--- config.mk ---
export PLATFORM = sky130hd
export DESIGN_NAME = mem_port_arbiter
export DESIGN_NICKNAME = d
export VERILOG_FILES = /design/src/rtl/mem_port_arbiter.sv
export SDC_FILE = /design/constraint.sdc
export NUM_CORES = 1
export LEC_CHECK = 0
export BUFFER_PORTS_ARGS = -buffer_cell sky130_fd_sc_hd__clkbuf_2
export CORE_AREA = 4 4 211 213
export CTS_BUF_LIST = sky130_fd_sc_hd__clkbuf_2 sky130_fd_sc_hd__clkbuf_4 sky130_fd_sc_hd__clkbuf_8
export DETAILED_ROUTE_END_ITERATION = 16
export DIE_AREA = 0 0 215 217
export PLACE_DENSITY_LB_ADDON = 0.12
export SLEW_MARGIN = 20
export SYNTH_ARGS = -nofsm -noshare
export SYNTH_HDL_FRONTEND = slang
export SYNTH_SLANG_ARGS = --single-unit
--- constraint.sdc ---
create_clock -name clk -period 2.5 [get_ports clk]
set_input_delay 0.75 -clock clk [delete_from_list [all_inputs] [get_ports clk]]
set_output_delay 0.75 -clock clk [all_outputs]
set_load 0.01 [all_outputs]
--- src/rtl/mem_port_arbiter.sv ---
// Arbitrates one external memory bus between the fetch (IF) and load/store (MEM) ports.
// Only one bus transaction is outstanding at a time; MEM has priority with starvation relief for IF.
module mem_port_arbiter #(
  parameter int ADDR_W       = 64,
  parameter int DATA_W       = 64,
  parameter int STARVE_LIMIT = 4
) (
  input  logic                clk,
  input  logic                rst,
  input  logic                if_req_valid,
  input  logic [ADDR_W-1:0]   if_req_addr,
  output logic                if_req_ready,
  input  logic                if_kill,
  output logic                if_resp_valid,
  output logic [DATA_W-1:0]   if_resp_data,
  input  logic                mem_req_valid,
  input  logic [ADDR_W-1:0]   mem_req_addr,
  input  logic                mem_req_we,
  input  logic [DATA_W-1:0]   mem_req_wdata,
  input  logic [DATA_W/8-1:0] mem_req_wstrb,
  output logic                mem_req_ready,
  output logic                mem_resp_valid,
  output logic [DATA_W-1:0]   mem_resp_data,
  output logic                bus_req_valid,
  output logic [ADDR_W-1:0]   bus_req_addr,
  output logic                bus_req_we,
  output logic [DATA_W-1:0]   bus_req_wdata,
  output logic [DATA_W/8-1:0] bus_req_wstrb,
  input  logic                bus_req_ready,
  input  logic                bus_resp_valid,
  input  logic [DATA_W-1:0]   bus_resp_data,
  output logic                busy
);

  // state   | meaning
  // ST_IDLE | no transaction outstanding; arbitrate IF/MEM requests
  // ST_ADDR | bus_req_valid asserted, waiting for bus_req_ready
  // ST_RESP | request accepted by bus, waiting for bus_resp_valid

  localparam int STRB_W = DATA_W / 8;
  localparam int CNT_W  = 4;
  localparam logic [CNT_W-1:0] STARVE_MAX = CNT_W'(STARVE_LIMIT);

  typedef enum logic [1:0] {
    ST_IDLE = 2'd0,
    ST_ADDR = 2'd1,
    ST_RESP = 2'd2
  } state_t;

  state_t              state_q, state_d;
  logic                owner_mem_q, owner_mem_d;
  logic                killed_q, killed_d;
  logic [CNT_W-1:0]    starve_cnt_q, starve_cnt_d;
  logic [ADDR_W-1:0]   bus_req_addr_q, bus_req_addr_d;
  logic                bus_req_we_q, bus_req_we_d;
  logic [DATA_W-1:0]   bus_req_wdata_q, bus_req_wdata_d;
  logic [STRB_W-1:0]   bus_req_wstrb_q, bus_req_wstrb_d;
  logic                if_resp_valid_q, if_resp_valid_d;
  logic [DATA_W-1:0]   if_resp_data_q, if_resp_data_d;
  logic                mem_resp_valid_q, mem_resp_valid_d;
  logic [DATA_W-1:0]   mem_resp_data_q, mem_resp_data_d;

  logic ifc;
  logic grant_if;
  logic grant_mem;

  // A killed fetch never competes for the bus.
  always_comb begin
    ifc       = if_req_valid & ~if_kill;
    grant_if  = 1'b0;
    grant_mem = 1'b0;
    if (state_q == ST_IDLE) begin
      if (mem_req_valid && ifc) begin
        grant_if  = (starve_cnt_q == STARVE_MAX);
        grant_mem = (starve_cnt_q != STARVE_MAX);
      end else begin
        grant_if  = ifc;
        grant_mem = mem_req_valid;
      end
    end
  end

  always_comb begin
    state_d          = state_q;
    owner_mem_d      = owner_mem_q;
    killed_d         = killed_q;
    starve_cnt_d     = starve_cnt_q;
    bus_req_addr_d   = bus_req_addr_q;
    bus_req_we_d     = bus_req_we_q;
    bus_req_wdata_d  = bus_req_wdata_q;
    bus_req_wstrb_d  = bus_req_wstrb_q;
    if_resp_valid_d  = 1'b0;
    if_resp_data_d   = if_resp_data_q;
    mem_resp_valid_d = 1'b0;
    mem_resp_data_d  = mem_resp_data_q;

    case (state_q)
      ST_IDLE: begin
        if (!ifc) begin
          starve_cnt_d = '0;
        end
        if (grant_if) begin
          bus_req_addr_d  = if_req_addr;
          bus_req_we_d    = 1'b0;
          bus_req_wdata_d = '0;
          bus_req_wstrb_d = '0;
          owner_mem_d     = 1'b0;
          killed_d        = 1'b0;
          starve_cnt_d    = '0;
          state_d         = ST_ADDR;
        end else if (grant_mem) begin
          bus_req_addr_d  = mem_req_addr;
          bus_req_we_d    = mem_req_we;
          bus_req_wdata_d = mem_req_wdata;
          bus_req_wstrb_d = mem_req_wstrb;
          owner_mem_d     = 1'b1;
          killed_d        = 1'b0;
          if (ifc && (starve_cnt_q != STARVE_MAX)) begin
            starve_cnt_d = starve_cnt_q + 1'b1;
          end
          state_d = ST_ADDR;
        end
      end

      ST_ADDR: begin
        if (!owner_mem_q && if_kill) begin
          killed_d = 1'b1;
        end
        if (bus_req_ready) begin
          state_d = ST_RESP;
        end
      end

      ST_RESP: begin
        if (!owner_mem_q && if_kill) begin
          killed_d = 1'b1;
        end
        if (bus_resp_valid) begin
          state_d = ST_IDLE;
          if (owner_mem_q) begin
            mem_resp_valid_d = 1'b1;
            mem_resp_data_d  = bus_req_we_q ? '0 : bus_resp_data;
          end else if (!(killed_q || if_kill)) begin
            // A kill arriving with the response still drops it.
            if_resp_valid_d = 1'b1;
            if_resp_data_d  = bus_resp_data;
          end
        end
      end

      default: begin
        state_d = ST_IDLE;
      end
    endcase
  end

  always_ff @(posedge clk or negedge rst) begin
    if (!rst) begin
      state_q          <= ST_IDLE;
      owner_mem_q      <= 1'b0;
      killed_q         <= 1'b0;
      starve_cnt_q     <= '0;
      bus_req_addr_q   <= '0;
      bus_req_we_q     <= 1'b0;
      bus_req_wdata_q  <= '0;
      bus_req_wstrb_q  <= '0;
      if_resp_valid_q  <= 1'b0;
      if_resp_data_q   <= '0;
      mem_resp_valid_q <= 1'b0;
      mem_resp_data_q  <= '0;
    end else begin
      state_q          <= state_d;
      owner_mem_q      <= owner_mem_d;
      killed_q         <= killed_d;
      starve_cnt_q     <= starve_cnt_d;
      bus_req_addr_q   <= bus_req_addr_d;
      bus_req_we_q     <= bus_req_we_d;
      bus_req_wdata_q  <= bus_req_wdata_d;
      bus_req_wstrb_q  <= bus_req_wstrb_d;
      if_resp_valid_q  <= if_resp_valid_d;
      if_resp_data_q   <= if_resp_data_d;
      mem_resp_valid_q <= mem_resp_valid_d;
      mem_resp_data_q  <= mem_resp_data_d;
    end
  end

  assign if_req_ready   = grant_if;
  assign mem_req_ready  = grant_mem;
  assign if_resp_valid  = if_resp_valid_q;
  assign if_resp_data   = if_resp_data_q;
  assign mem_resp_valid = mem_resp_valid_q;
  assign mem_resp_data  = mem_resp_data_q;
  assign bus_req_valid  = (state_q == ST_ADDR);
  assign bus_req_addr   = bus_req_addr_q;
  assign bus_req_we     = bus_req_we_q;
  assign bus_req_wdata  = bus_req_wdata_q;
  assign bus_req_wstrb  = bus_req_wstrb_q;
  assign busy           = (state_q != ST_IDLE);

endmodule

# Word level (Yosys, flattened, before mapping)
# Index checks and enable logic that the tools add are counted.
[word_totals]
input_bits = 272
register_bits = 275
word_cells = 75
[classes]
bitwise_logic = 4
n_reduce_logical = 15
eq_ne = 8
n_addsub = 1
n_mux = 35
[op_table]
columns = ["cell", "count"]
rows = [
  ["2-to-1 mux 64 bit", 5],
  ["2-to-1 mux 1 bit", 18],
  ["2-to-1 mux 4 bit", 4],
  ["2-to-1 mux 8 bit", 2],
  ["AND reduction 3 bit", 3],
  ["2-to-1 mux 2 bit", 4],
  ["one-hot mux 2 bit (3 select lines)", 1],
  ["nonzero test 2 bit", 3],
  ["adder 4 x 1 -> 4 bit, second input constant", 1],
  ["equality test 4 x 3 -> 1 bit, second input constant", 1],
  ["inequality test 2 x 1 -> 1 bit, second input constant", 2],
  ["inequality test 4 x 3 -> 1 bit, second input constant", 1],
  ["AND reduction 4 bit", 1],
  ["logical AND 1 bit", 3],
  ["inequality test 3 bit, second input constant", 1],
  ["NOT 1 bit", 3],
  ["equality test 2 x 1 -> 1 bit, second input constant", 1],
  ["equality test 2 bit, second input constant", 1],
  ["zero test 2 bit", 1],
  ["inequality test 2 bit, second input constant", 1],
  ["one-hot mux 1 bit (2 select lines)", 1],
  ["AND reduction 2 bit", 1],
  ["OR reduction 2 bit", 1],
  ["bitwise AND 1 bit", 1],
  ["2 further kinds", 2],
]

# Depth between registers and ports, before layout
# Gate-level depths: netlist of the first run.
[logic_depth]
ltp_word = 8
ltp_mapped = 8

# Worst setup path after synthesis of the first run
# OpenSTA, ideal clock, no wires.
[synth_timing]
path_type = "input to output"
startpoint = "in if_kill"
endpoint = "out if_req_ready"
arrival_ps = 1475
path_buffers = 2
stages = 4
required_time_ps = 1750
slack_ps = 275
path_cell_list = "nand3b_1 -> buf_2 -> buf_1 -> a21oi_1"
[synth_via]
elab_chain_cells = 5
[synth_lines]
columns = ["element", "line", "text"]
rows = [
  ["from (decl)", "13", "input logic if_kill,"],
  ["NOT 1 bit (*)", "69", "ifc = if_req_valid & ~if_kill;"],
  ["bitwise AND 1 bit (*)", "69", ""],
  ["logical AND 1 bit", "73", "if (mem_req_valid && ifc) begin"],
  ["2-to-1 mux 1 bit (*)", "73", ""],
  ["2-to-1 mux 1 bit (*)", "72", "if (state_q == ST_IDLE) begin"],
  ["to (decl)", "12", "output logic if_req_ready,"],
]
# Mark *: on every way between the ends. The rest lies on a longest branch, timed or not.

# Worst setup path after layout of the first run
[layout_timing]
startpoint = "reg starve_cnt_q[1]"
endpoint = "out mem_req_ready"
[layout_via]
elab_chain_cells = 3
[layout_lines]
columns = ["element", "line", "text"]
rows = [
  ["from (decl)", "53", "logic [CNT_W-1:0] starve_cnt_q, starve_cnt_d;"],
  ["from (signal assigned)", "175", "starve_cnt_q <= starve_cnt_d;"],
  ["inequality test 4 x 3 -> 1 bit", "75", "grant_mem = (starve_cnt_q != STARVE_MAX);"],
  ["2-to-1 mux 1 bit", "73", ""],
  ["2-to-1 mux 1 bit", "72", ""],
  ["to (decl)", "21", "output logic mem_req_ready,"],
]
# Every way passes these cells.

==> impl_metrics.toml, run 1 <==
[outcome]
status = "complete, but fails checks"
violations = "setup timing"

[synthesis]
ys_types = 38
synth_edf_count = 0
muxShareOfSynthArea = 0.05722
yosysWarnings = 0
synth-compound-area-share = 0.1473
postSynthAreaPerCell_um2 = 10.77
synth_top_family_by_area = "simple AND/OR/NAND/NOR gates"
synth-seq-cells = 275
ys_async_sr_fraction = 1.000
ys_seq_area_frac = 0.5228
synth-xor-area-share = 0
yosys.area_share.simple = 0.2202
synthAdderAreaFrac = 0.006654
synth_ff_type = "dfrtp_1"
synth_fp_nets = 1501
syn_inst = 1222
netlist_area_um2 = 13160

[placed_design]
place_hpwl_mm = 31.96
gp_congestion = 0.8068
place.port_buffers = 542
place_inst = 2218

[global_routing]
grt-ovfl-total = 0
grt_pass1_wl_mm = 71.62
grt_use_total = 0.1937
grt_max_degree = 162
grt_pass1_vias = 11630
antenna_found_initial = 4

[detailed_routing]
dr.pass1.iters = 4
routedWlPerCell_um = 20.56
num_vias = 11733
postRouteAntennaNets = 0
highest-signal-layer = "met4"
vias_per_cell = 5.025
met3_length_mm = 3.462
drcViolationCount = 0
wl_met2_mm = 23.08
drtIter0Drc = 682
wl_met1_mm = 20.14
routed_wl_mm = 48.01

[power]
p_comb_frac = 0.420
p_leak_nw = 9.188
clkPwrFrac = 0.218
pwr-share-seq = 0.362
p_switching_w = 0.008243
power_w = 0.02180
ir_worst_vdd_mv = 0.5671
internal-power_w = 0.01356
swShare = 0.3781
p_per_area_nw_per_um2 = 1223

[die]
die_area_um2 = 46660
io_pins = 543
core_area_um2 = 42700
die_x_um = 215
die_h_um = 217
rows = 76
start_util = 0.3083

[worst_setup_path]
cp.arrival_ps = 1810
crit_path_start_kind = "flip-flop"
crit_required_ps = 1750
endpoint_kind = "output port"
crit_type = "flip-flop to output port"
cp_max_fo = 2

[clock_network]
htreeDepth = 2
cts_buffers = 51
clk_pin_slew_ps = 60
cts_buffer_depth = 3
cts_tree = "done"
clk_latency_ps = 610
cts_root_buf = "clkbuf_8"
cts_hold_buf = 0
clock_sinks = 275

[job]
max-cap-violations = 0

[finish]
fin_cells = 2335
drive_gt1_frac = 0.4286
area_growth_pct = 35.44
utilization = 0.4175
nNetsFinal = 2025

[hold_path]
min_path_type = "primary input to asynchronous set/reset pin"

[sta]
finalClockSkew_ps = 21.75
rsz0062_at_grt = "yes"
hold_viol_final = 0
finalSetupViolCount = 2
slew_headroom = 0.4975
fin_crit_sh = 1.024
min_period_ps = 2560
fmax_ghz = 0.3907
tns_ps = -74.89
worst_pin_slew_ps = 753.7
hold_slack_ps = 74.96
setup_ws_ps = -59.71
drv_slew = 0
[power groups by stage]
| stage | clock network [W] | logic, W | registers, W |
|---|---|---|---|
| after global routing | 0.00509 | 0.0100 | 0.00817 |
| after global placement | 0 | 0.00877 | 0.00792 |
| final | 0.00474 | 0.00916 | 0.00790 |
| after CTS | 0.00492 | 0.00913 | 0.00789 |
| after detailed placement | 0 | 0.00889 | 0.00793 |
| after floorplan | 0 | 0.00394 | 0.00875 |
[area by class of cell]
cell class | instances | area (um^2)
Clock inverter | 6 | 61.31
Clock buffer | 86 | 1065
Fill cell | 4274 | 24870
Tap cell | 546 | 683.2
Timing Repair Buffer | 594 | 3322
Multi-Input combinational cell | 814 | 5762
Sequential cell | 275 | 6882
Inverter | 10 | 42.54
Antenna cell | 4 | 10.01
[Yosys cell counts, types with 2 or more instances]
cell,instances,area [um^2]
clkbuf_1,84,315.3
nor2b_1,3,18.77
a22o_1,74,648.1
a211o_1,64,560.5
nand2b_1,67,419.2
and3b_1,64,560.5
inv_1,8,30.03
buf_6,9,101.4
nand3_1,4,20.02
nand2_1,64,240.2
o21ai_1,26,130.1
nor2_1,128,480.5
buf_2,25,125.1
dfrtp_1,275,6882
or4_1,64,480.5
o21ai_0,103,515.5
mux2_1,2,22.52
ha_1,7,87.58
buf_1,4,15.01
and4b_1,64,640.6
mux2_2,64,720.7
inv_2,2,7.510
nand3b_1,2,15.01
[critical path: stages (launching register included)]
cell and delay [ps]:
dfrtp_1 360, inv_2 60, ha_4 150, and3b_4 200
a211oi_4 260, clkbuf_8 180
[timing repair]
item                                    in CTS  in global routing
endpoints found under the setup margin       3                  3
gates resized for setup                     12                  3
hold endpoints to repair                     0                  0
pin swaps                                    4                  2
gates cloned                                 1                  1
setup buffers                                9                 10
[flip-flops by register name (all words and copies together) (netlist names)]
register / flops
bus_req_addr: 64
bus_req_wdata: 64
if_resp_data: 64
mem_resp_data: 64
bus_req_wstrb: 8
starve_cnt_q: 4
state_q: 2
bus_req_we: 1
if_resp_valid: 1
killed_q: 1
mem_resp_valid: 1
owner_mem_q: 1
[layout by cell type (no fill, tap or decap), types with 11 or more instances in the layout]
| cell type | n |
|---|---|
| buf_12 | 11 |
| o21ai_0 | 103 |
| clkbuf_8 | 68 |
| buf_4 | 38 |
| nand2b_1 | 66 |
| clkbuf_2 | 538 |
| and4b_1 | 64 |
| clkbuf_4 | 19 |
| o21ai_1 | 25 |
| mux2_2 | 64 |
| and3b_1 | 64 |
| a211o_1 | 64 |
| a22o_1 | 74 |
| nand2_1 | 64 |
| dfrtp_1 | 275 |
| or4_1 | 64 |
| nor2_1 | 128 |
[metal layers]
metal,up-vias,global-route usage
met3,70,0.05753
met4,0,0.06442
met1,5742,0.2484
met2,418,0.3157
met5,-,0
li1,5503,-
[kinds of logic after synthesis]
group / count (synthesis)
AOI/OAI and AO/OA: 277
adders and majority gates: 7
buffers and inverters: 133
DFF: 275
muxes: 67
and+or+nand+nor: 463
[stage by stage]
stage               cell area [um^2]  setup WS, ps
global placement               16440         202.0
floorplan                      13160         275.1
finish                         17830        -59.71
detailed placement             16440         185.6
global route                   17820        -158.3
CTS                            17710        -137.9
[worst paths after layout]
check                                           endpoint                           from  cells after the start  slack (ps)
max in group asynchronous  bus_req_wdata[23]$_DFFE_PN0P_                            rst                      2        1720
max reg2reg                 bus_req_addr[42]$_DFFE_PN0P_         state_q[0]$_DFFE_PN0P_                      8         310
max                                        mem_req_ready    starve_cnt_q[1]$_DFFE_PN0N_                      5         -60
min                         if_resp_data[38]$_DFFE_PN0P_                            rst                      1          70
min reg2reg                mem_resp_data[22]$_DFFE_PN0P_  mem_resp_data[22]$_DFFE_PN0P_                      2         480
min in group clk           bus_req_wdata[54]$_DFFE_PN0P_              mem_req_wdata[54]                      2         360
(Power assumes the default switching activity.)
==> inputs of run 2 (changes only) <==
Settings changed: CAP_MARGIN from default to 20, CTS_CLUSTER_SIZE from default to 30, REMOVE_ABC_BUFFERS from default to 1.
==> impl_metrics.toml, run 2 (synthesis results as in run 1) <==
[placed_design]
place_hpwl_mm = 32.78
gp_congestion = 0.7989
placed_area_um2 = 16480
place.port_buffers = 542

[global_routing]
grt_pass1_vias = 11752
grt-ovfl-total = 0
grt_max_degree = 132
grt_use_total = 0.2009
antenna_found_initial = 6
grt_pass1_wl_mm = 74.11

[detailed_routing]
dr.pass1.iters = 4
routedWlPerCell_um = 20.81
routed_wl_mm = 48.48
postRouteAntennaNets = 0
num_vias = 11645
drcViolationCount = 0
vias_per_cell = 4.998
drtIter0Drc = 749

[die]
die_area_um2 = 46660
io_pins = 543
start_util = 0.3083
core_area_um2 = 42700
rows = 76
die_x_um = 215
die_h_um = 217

[clock_network]
htreeDepth = 2
clk_latency_ps = 640
cts_root_buf = "clkbuf_8"
cts_buffers = 51
clock_sinks = 275
cts_buffer_depth = 3
cts_hold_buf = 0
cts_tree = "done"
clk_pin_slew_ps = 60

[worst_setup_path]
reg2reg_depth = 7
cp.arrival_ps = 1830
crit_path_start_kind = "flip-flop"
crit_family = "flip-flops"
endpoint_kind = "output port"
critical_path_depth = 5
crit_chain = "inv_2, ha_4, nand3b_1, a21oi_2, buf_2"
cp_max_fo = 3
crit_type = "flip-flop to output port"
critical_path.max_stage_delay_ps = 390
crit_slowest_cell = "dfrtp_1"
critPathBufInv = 2
crit_required_ps = 1750

[sta]
fmax_ghz = 0.3871
setup_ws_ps = -83.36
fin_crit_sh = 1.033
hold_viol_final = 0
finalClockSkew_ps = 22.23
tns_ps = -139.7
drv_slew = 0
slew_headroom = 0.5280
finalSetupViolCount = 2
rsz0062_at_grt = "yes"
min_period_ps = 2583
worst_pin_slew_ps = 707.9

[finish]
area_growth_pct = 34.78
fill_cells = 4336
drive_gt1_frac = 0.4273
nNetsFinal = 2022
final_cell_area_um2 = 17740
final_cell_mix = "538 x clkbuf_2, 275 x dfrtp_1, 128 x nor2_1"
final_common_cell = "clkbuf_2"

[power]
p_per_area_nw_per_um2 = 1217
p_leak_nw = 9.135
ir_worst_vdd_mv = 0.4490

[outcome]
status = "complete, but fails checks"
violations = "setup timing"

[hold_path]
min_path_type = "primary input to asynchronous set/reset pin"

[job]
max-cap-violations = 0
## run 2: cell types whose count changed in the layout (fill, tap and decap cells not counted), moves of 2 or more
cell	before	now
clkbuf_8	68	63
clkinv_2	4	8
clkbuf_4	19	14
bufinv_16	1	3
clkinvlp_4	0	3
## run 2: final cells by class
type	count	area (um^2)	area share
Tap cell	546	683.2	0.03851
Multi-Input combinational cell	814	5754	0.3244
Timing Repair Buffer	591	3247	0.1830
Clock buffer	76	958.4	0.05402
Antenna cell	3	7.507	0.0004232
Inverter	10	40.04	0.002257
Sequential cell	275	6882	0.3879
Clock inverter	15	168.9	0.009521
## run 2: worst paths after layout
check	startpoint	endpoint	slack [ps]
min reg2reg	mem_resp_data[15]$_DFFE_PN0P_	mem_resp_data[15]$_DFFE_PN0P_	480
min in group clk	mem_req_wdata[46]	bus_req_wdata[46]$_DFFE_PN0P_	330
max	state_q[0]$_DFFE_PN0P_	if_req_ready	-80
min	rst	if_resp_data[44]$_DFFE_PN0P_	60
max reg2reg	state_q[0]$_DFFE_PN0P_	bus_req_wdata[43]$_DFFE_PN0P_	410
max in group asynchronous	rst	bus_req_addr[2]$_DFFE_PN0P_	1750
## run 2: what timing repair did
action,4_1_cts,5_1_grt
gates resized for setup,10,1
pin swaps,4,2
buffers inserted,9,4
endpoints found under the setup margin,3,3
## run 2: power breakdown
group	switching [W]	internal, W	leakage, nW
Clock	0.00204	0.00277	0.592
Sequential	0.00130	0.00657	3.50
Combinational	0.00488	0.00403	5.04
Total	0.00821	0.0134	9.14
## run 2: through the flow
| step | hold WS, ps | instances | total power, W | setup slack (ps) | utilization |
|---|---|---|---|---|---|
| 2_1_floorplan | 454.4 | 1099 | 0.01251 | -4222 | - |
| 3_3_place_gp | 460.7 | 2223 | 0.01671 | 80.18 | 0.3859 |
| 3_5_place_dp | 470.1 | 2223 | 0.01684 | 90.84 | 0.3859 |
| 4_1_cts | 23.42 | 2323 | 0.02191 | -209.7 | 0.4146 |
| 5_1_grt | 42.11 | 2330 | 0.02318 | -205.6 | 0.4155 |
| 6_report | 62.50 | 2330 | 0.02159 | -83.36 | 0.4155 |
## run 2: per-layer routing
layer,track usage,vias to the layer above,part of all wire
li1,-,5500,-
met1,0.2545,5660,0.41
met2,0.3294,410,0.49
met3,0.06479,71,0.077
met4,0.06249,4,0.026
met5,0,-,0.00052
